## src/rtl/switch_debounce.sv

```systemverilog
// Multi-channel switch debouncer with registered level and single-cycle edge pulses.
// Optional SWDB_TOGGLE_EN adds a per-channel Toggle latch that flips after each Rise.
module switch_debounce #(
  parameter int WIDTH   = 2,
  parameter int CNT_MAX = 500000,
  parameter int CNT_W   = 20
) (
  input  logic             Clk,
  input  logic             Resetn,
  input  logic [WIDTH-1:0] SW_in,
  output logic [WIDTH-1:0] Q,
  output logic [WIDTH-1:0] Rise,
  output logic [WIDTH-1:0] Fall
`ifdef SWDB_TOGGLE_EN
  ,
  output logic [WIDTH-1:0] Toggle
`endif
);

  typedef enum logic {STABLE, PENDING} state_t;

  localparam logic [CNT_W-1:0] CNT_LAST = CNT_W'(CNT_MAX - 1);
  localparam logic [CNT_W-1:0] CNT_ONE  = CNT_W'(1);

  logic [WIDTH-1:0] s1_q, s1_d;
  logic [WIDTH-1:0] s2_q, s2_d;
  logic [WIDTH-1:0] q_q, q_d;
  logic [WIDTH-1:0] rise_q, rise_d;
  logic [WIDTH-1:0] fall_q, fall_d;
  logic [WIDTH-1:0] change;
  logic [CNT_W-1:0] cnt_q [WIDTH];
  logic [CNT_W-1:0] cnt_d [WIDTH];
  state_t           state_q [WIDTH];
  state_t           state_d [WIDTH];

  // Two-flop synchronizer; only s2 is used past this point.
  always_comb begin
    s1_d = SW_in;
    s2_d = s1_q;
  end

  assign change = s2_q ^ q_q;

  always_comb begin
    q_d    = q_q;
    rise_d = '0;
    fall_d = '0;
    for (int i = 0; i < WIDTH; i++) begin
      state_d[i] = state_q[i];
      cnt_d[i]   = cnt_q[i];
      case (state_q[i])
        STABLE: begin
          if (change[i]) begin
            // Only reachable with CNT_MAX == 1: accept on the first differing edge.
            if (cnt_q[i] == CNT_LAST) begin
              q_d[i]    = s2_q[i];
              rise_d[i] = s2_q[i];
              fall_d[i] = ~s2_q[i];
              cnt_d[i]  = '0;
            end else begin
              state_d[i] = PENDING;
              cnt_d[i]   = CNT_ONE;
            end
          end
        end
        PENDING: begin
          if (!change[i]) begin
            state_d[i] = STABLE;
            cnt_d[i]   = '0;
          end else if (cnt_q[i] == CNT_LAST) begin
            state_d[i] = STABLE;
            cnt_d[i]   = '0;
            q_d[i]     = s2_q[i];
            rise_d[i]  = s2_q[i];
            fall_d[i]  = ~s2_q[i];
          end else begin
            cnt_d[i] = cnt_q[i] + CNT_ONE;
          end
        end
        default: begin
          state_d[i] = STABLE;
          cnt_d[i]   = '0;
        end
      endcase
    end
  end

  always_ff @(posedge Clk or negedge Resetn) begin
    if (!Resetn) begin
      s1_q   <= '0;
      s2_q   <= '0;
      q_q    <= '0;
      rise_q <= '0;
      fall_q <= '0;
      for (int i = 0; i < WIDTH; i++) begin
        cnt_q[i]   <= '0;
        state_q[i] <= STABLE;
      end
    end else begin
      s1_q   <= s1_d;
      s2_q   <= s2_d;
      q_q    <= q_d;
      rise_q <= rise_d;
      fall_q <= fall_d;
      for (int i = 0; i < WIDTH; i++) begin
        cnt_q[i]   <= cnt_d[i];
        state_q[i] <= state_d[i];
      end
    end
  end

  assign Q    = q_q;
  assign Rise = rise_q;
  assign Fall = fall_q;

`ifdef SWDB_TOGGLE_EN
  logic [WIDTH-1:0] toggle_q, toggle_d;

  // Flips on the edge that sees a registered Rise, so it lands a cycle after the pulse.
  always_comb begin
    toggle_d = toggle_q ^ rise_q;
  end

  always_ff @(posedge Clk or negedge Resetn) begin
    if (!Resetn) begin
      toggle_q <= '0;
    end else begin
      toggle_q <= toggle_d;
    end
  end

  assign Toggle = toggle_q;
`endif

endmodule

```

## config.mk

```make
export PLATFORM = sky130hd
export DESIGN_NAME = switch_debounce
export DESIGN_NICKNAME = d
export VERILOG_FILES = /design/src/rtl/switch_debounce.sv
export SDC_FILE = /design/constraint.sdc
export NUM_CORES = 1
export LEC_CHECK = 0
export BUFFER_PORTS_ARGS = -buffer_cell sky130_fd_sc_hd__buf_2
export CORE_ASPECT_RATIO = 0.75
export CORE_MARGIN = 5
export CORE_UTILIZATION = 50
export CTS_CLUSTER_DIAMETER = 40
export DETAILED_ROUTE_END_ITERATION = 8
export PLACE_DENSITY = 0.65
export REMOVE_ABC_BUFFERS = 1
export SYNTH_ARGS = -nofsm -noshare
export SYNTH_HDL_FRONTEND = slang
export SYNTH_SLANG_ARGS = --single-unit
export TNS_END_PERCENT = 10
```

## constraint.sdc

```tcl
create_clock -name Clk -period 4.8 [get_ports Clk]
set_input_delay 0.48 -clock Clk [delete_from_list [all_inputs] [get_ports Clk]]
set_output_delay 0.48 -clock Clk [all_outputs]
set_load 0.05 [all_outputs]
```

# After elaboration in Yosys (flattened, before gate mapping)
# Cells that the tools add are included.
# W data, S select, Z words.
[totals]
register_bits = 52
out_inout_bits = 6
word_cells = 49
[op_classes]
addsub = 2
n_eq_ne = 4
n_mux = 26
bitwise = 5
reduce_logical = 2
[op_table]
columns = ["op", "n"]
rows = [
  ["$mux W20", 6],
  ["$pmux W20 S2", 2],
  ["$add A20 B1 Y20 const B", 2],
  ["$eq A20 B19 Y1 const B", 2],
  ["$mux W1", 18],
  ["$ne A2 B2 Y1 const B", 2],
  ["$not A1 Y1", 4],
  ["$reduce_and A2 Y1", 2],
  ["$xor A2 B2 Y2", 1],
]

# Depth between registers and ports, before layout
[depth]
ltp_word = 4
depth_mapped = 7
depth_no_buf = 6

# Worst setup path after synthesis
# OpenSTA, ideal clock, no wires.
[synth_path]
path_kind = "register to register"
from = "reg cnt_q[20] (netlist bit)"
to = "reg q_q[0] (netlist: Q[0])"
setup_ns = 0.125
t_arrival_ns = 1.857
required_ns = 4.675
slack_ns = 2.818
path_stages_with_launch = 6
path_buffers = 0
period_less_slack_ns = 1.982
cell_sequence = "dfrtp_1 ha_1 nor4b_1 nand2_1 or4_4 mux2_4"
[synth_via]
elab_chain_cells = 2
[synth_lines]
columns = ["item", "line", "source"]
rows = [
  ["start: declaration", "31", "logic [CNT_W-1:0] cnt_q [WIDTH];"],
  ["start signal: indexed assignment", "106", "cnt_q[i] <= cnt_d[i];"],
  ["$eq A20 B19 Y1", "55, 70", ""],
  ["$reduce_and A2 Y1 (no source line)", "n/a", ""],
  ["end signal: assignment", "102", "q_q <= q_d;"],
  ["end: declaration", "27", "logic [WIDTH-1:0] q_q, q_d;"],
]
# No other way between the ends.
# A chain may end at the register's enable or synchronous reset.

# Final worst setup path
# Same ends and word-level chain as after synthesis.

==> impl_results.md <==
* Chip width at 96.20 um
* Top-count cell post-synth: dfrtp_1
* GRT Util Overall at 18.70%
* Post-route DRC at 0
* Count of final hold-check violations at 0
* Router iterations before antenna repair at 5
* Worst path bufs/invs at 0
* Cell Area, Synth at 2786 sq um
* Number of nets in the layout at 313
* R2r setup slk at 2460 ps
* CP required at 4990 ps
* Min-Delay Path Class: input pin to flip-flop
* Root Driver: clkbuf_8
* Slew @ Worst Pin at 1001 ps
* Top layer in use: met4
* CP Capture Type: flip-flop
* Reg2Reg Depth at 5
* CP Launch Type: flip-flop
* Port Buffers at 9
* Crit-path max FO at 6
* DR vias at ~2300
* Post-synth top cells: 52 x dfrtp_1, 31 x nand2_1, 31 x nand3_1
* #FFs+latches synth at 52
* DIE AREA at 7181 sq um
* Worst VDD drop at 0.0001130 V
* DP HPWL at 4204 um
* Final Instance Count excl. Fillers at 383
* Post-synthesis instance total at 297
* Largest net degree at the start of global routing at 53
* TritonCTS clock tree: done
* Post-synth ARST share at 100.0%
* Cell family contributing the most delay on the critical path: simple AND/OR/NAND/NOR gates
* Final setup viols at 0
* Met2 WL at 2414 um
* Hold path depth at 1
* Gpl congestion at 0.8595
* Clock latency on the worst-skew pair at 300 ps
* Vias in the first global route at 2125
* Ports at 10
* Inst Count DP at roughly 380
* Crit-path max cell delay at 610 ps
* Top cell type's share of synthesized area at 46.70%
* WS Path Type: flip-flop to flip-flop
* Cell Pwr Density at 253.4 nW/um^2
* Reg clk slew, reported paths at 100 ps
* Post-CTS setup buffer count at 0
* Hold buffers post-CTS at 0
* CTS sink count at 52
* Cell taking the most area after synthesis: dfrtp_1
* Via-per-instance ratio at 6.102
* Syn Area/Cell at 9.382 sq um
* Remaining antenna violation count after routing at 0
* Final cycle utilization of the critical path at roughly 50%
* Number of antenna violations at the first check in global routing at 0
* WL met3 at 408 um
* Slew margin rel. at 33.05%
* Sequential element share of the synthesized area at 46.70%
* Static Leak at 1.336 nW
* Die Height at 74.65 um
* Setup_tns at 0 ps
* Cell row count at 23
* Max-cap violations at 0
* ANT cells at 0
* Inserted Clock Buffers at 5
* Area contributors post-synth: dfrtp_1 47%, nand3_1 5.6%, nand2_1 4.2%, a21o_1 3.8%, or3_1 3.1%
* First-pass GRT wire length at 10450 um
* Metal-1 WL at 3133 um
* Hold wc startpoint: SW_in[0]
* Post-synth EDFFs at 0
* Top achievable clock speed at 426.7 MHz
* Final Core Density at a little under three fifths
* RSZ-0062 raised after global routing: false
* Reg-to-Reg Start: cnt_q[20]
* Worst Hold End: s1_q[0]
* H-tree levels at 2
* Crit path DAT at 2540 ps
* Ys Warns at 0
* Worst-path cell chain: ha_1 -> nor4b_1 -> nand2_1 -> or4_4 -> mux2_4
* Yosys cell types at 51
* Final min period at 2343 ps
* Post-CTS Resized at 0
* Top_reg_cell synth: dfrtp_1
* Layout area overhead at 6.646%
* Core area at between 5000 and 6000 sq um
* CTS Buffer Depth at 2
* Routed len/inst at roughly 16 um
* RR Endpoint: Q[0]
* Iteration-0 DRC Markers at 261
* Crit-path slowest cell: or4_4
* GR Overflow Total at 0
* Initial core utilization at 51.78%
* Worst hold slack at 283.3 ps
* Final Max Tran Viols at 0
* Status: finished clean
* Max Clock Skew at 6.192 ps
* Layout cells sized above 1 at 10.71%
* Total wire length at 5988 um
[report_power, final]
group,switching [mW],internal [mW]
Sequential,0.0115,0.446
Combinational,0.0351,0.0161
Clock,0.142,0.102
Total,0.189,0.564
[area by class of cell]
class	instances	area (sq um)
fillers	496	2410
multi-input cells	231	1410
flip-flops and latches	52	1301
well taps	75	93.84
clock buffers	5	68.82
repair buffers	10	52.55
inverters	7	26.28
clock inverters	3	18.77
[sequential cells by signal, summed over array words and instances (netlist names)]
| name | flops |
|---|---|
| s1_q | 2 |
| state_q | 2 |
| Q | 2 |
| cnt_q | 40 |
| Rise | 2 |
| s2_q | 2 |
| Fall | 2 |
[layout by cell type, fill, tap and decap left out, drive strengths merged, types with 10 or more instances in the layout]
| cell type | netlist | layout |
|---|---|---|
| nand2 | 31 | 31 |
| nor2 | 18 | 18 |
| nand4 | 13 | 13 |
| dfrtp | 52 | 52 |
| nand3 | 31 | 31 |
| buf | 6 | 10 |
| a21oi | 10 | 10 |
| or3 | 16 | 16 |
| a21o | 14 | 14 |
| o21ai | 21 | 21 |
| nor3b | 11 | 11 |
[worst register-to-register path: cells and delay by family, from the launching register on]
kind / cells / cell delay, ps
multiplexers: 1 / 320
flip-flops: 1 / 500
AND/OR/NAND/NOR: 3 / 1120
adder cells (fa/ha/maj): 1 / 300
[per-layer routing]
layer,vias up,global-route usage [%]
met4,0,3.628
met1,1120,30.33
li1,1137,-
met3,4,3.497
met2,76,25.78
met5,-,0
[worst max-delay path by stage]
| stage | depth (start not counted) | startpoint | endpoint | slack, ps |
|---|---|---|---|---|
| final | 5 | cnt_q[20] | Q[0] | 2460 |
| after global routing | 6 | cnt_q[20] | cnt_q[27] | 2330 |
| after global placement | 5 | cnt_q[20] | Q[0] | 2520 |
| after floorplan | 5 | Q[1] | cnt_q[9] | 2810 |
| after detailed placement | 5 | cnt_q[20] | Q[0] | 2540 |
| after CTS | 5 | cnt_q[20] | Q[0] | 2500 |
[logic make-up (layout without fill, tap and decap cells)]
| family | after synthesis | after routing | synth area share, % |
|---|---|---|---|
| compound gates | 62 | 62 | 14.91 |
| xor+xnor | 3 | 3 | 0.9431 |
| fa+ha+maj | 2 | 2 | 0.8979 |
| buf+inv | 14 | 25 | 2.694 |
| flops | 52 | 52 | 46.70 |
| mux | 2 | 2 | 0.9428 |
| simple gates | 162 | 162 | 32.91 |
[metrics by stage]
| step | power [mW] | setup WS, ps | instance area (sq um) |
|---|---|---|---|
| finish | 0.7529 | 2457 | 2972 |
| global route | 0.7897 | 2332 | 2972 |
| CTS | 0.7631 | 2503 | 2972 |
| detailed placement | 0.5164 | 2536 | 2884 |
| global placement | 0.5154 | 2516 | 2884 |
| floorplan | 0.4933 | 2815 | 2738 |
(Power assumes the default switching activity.)
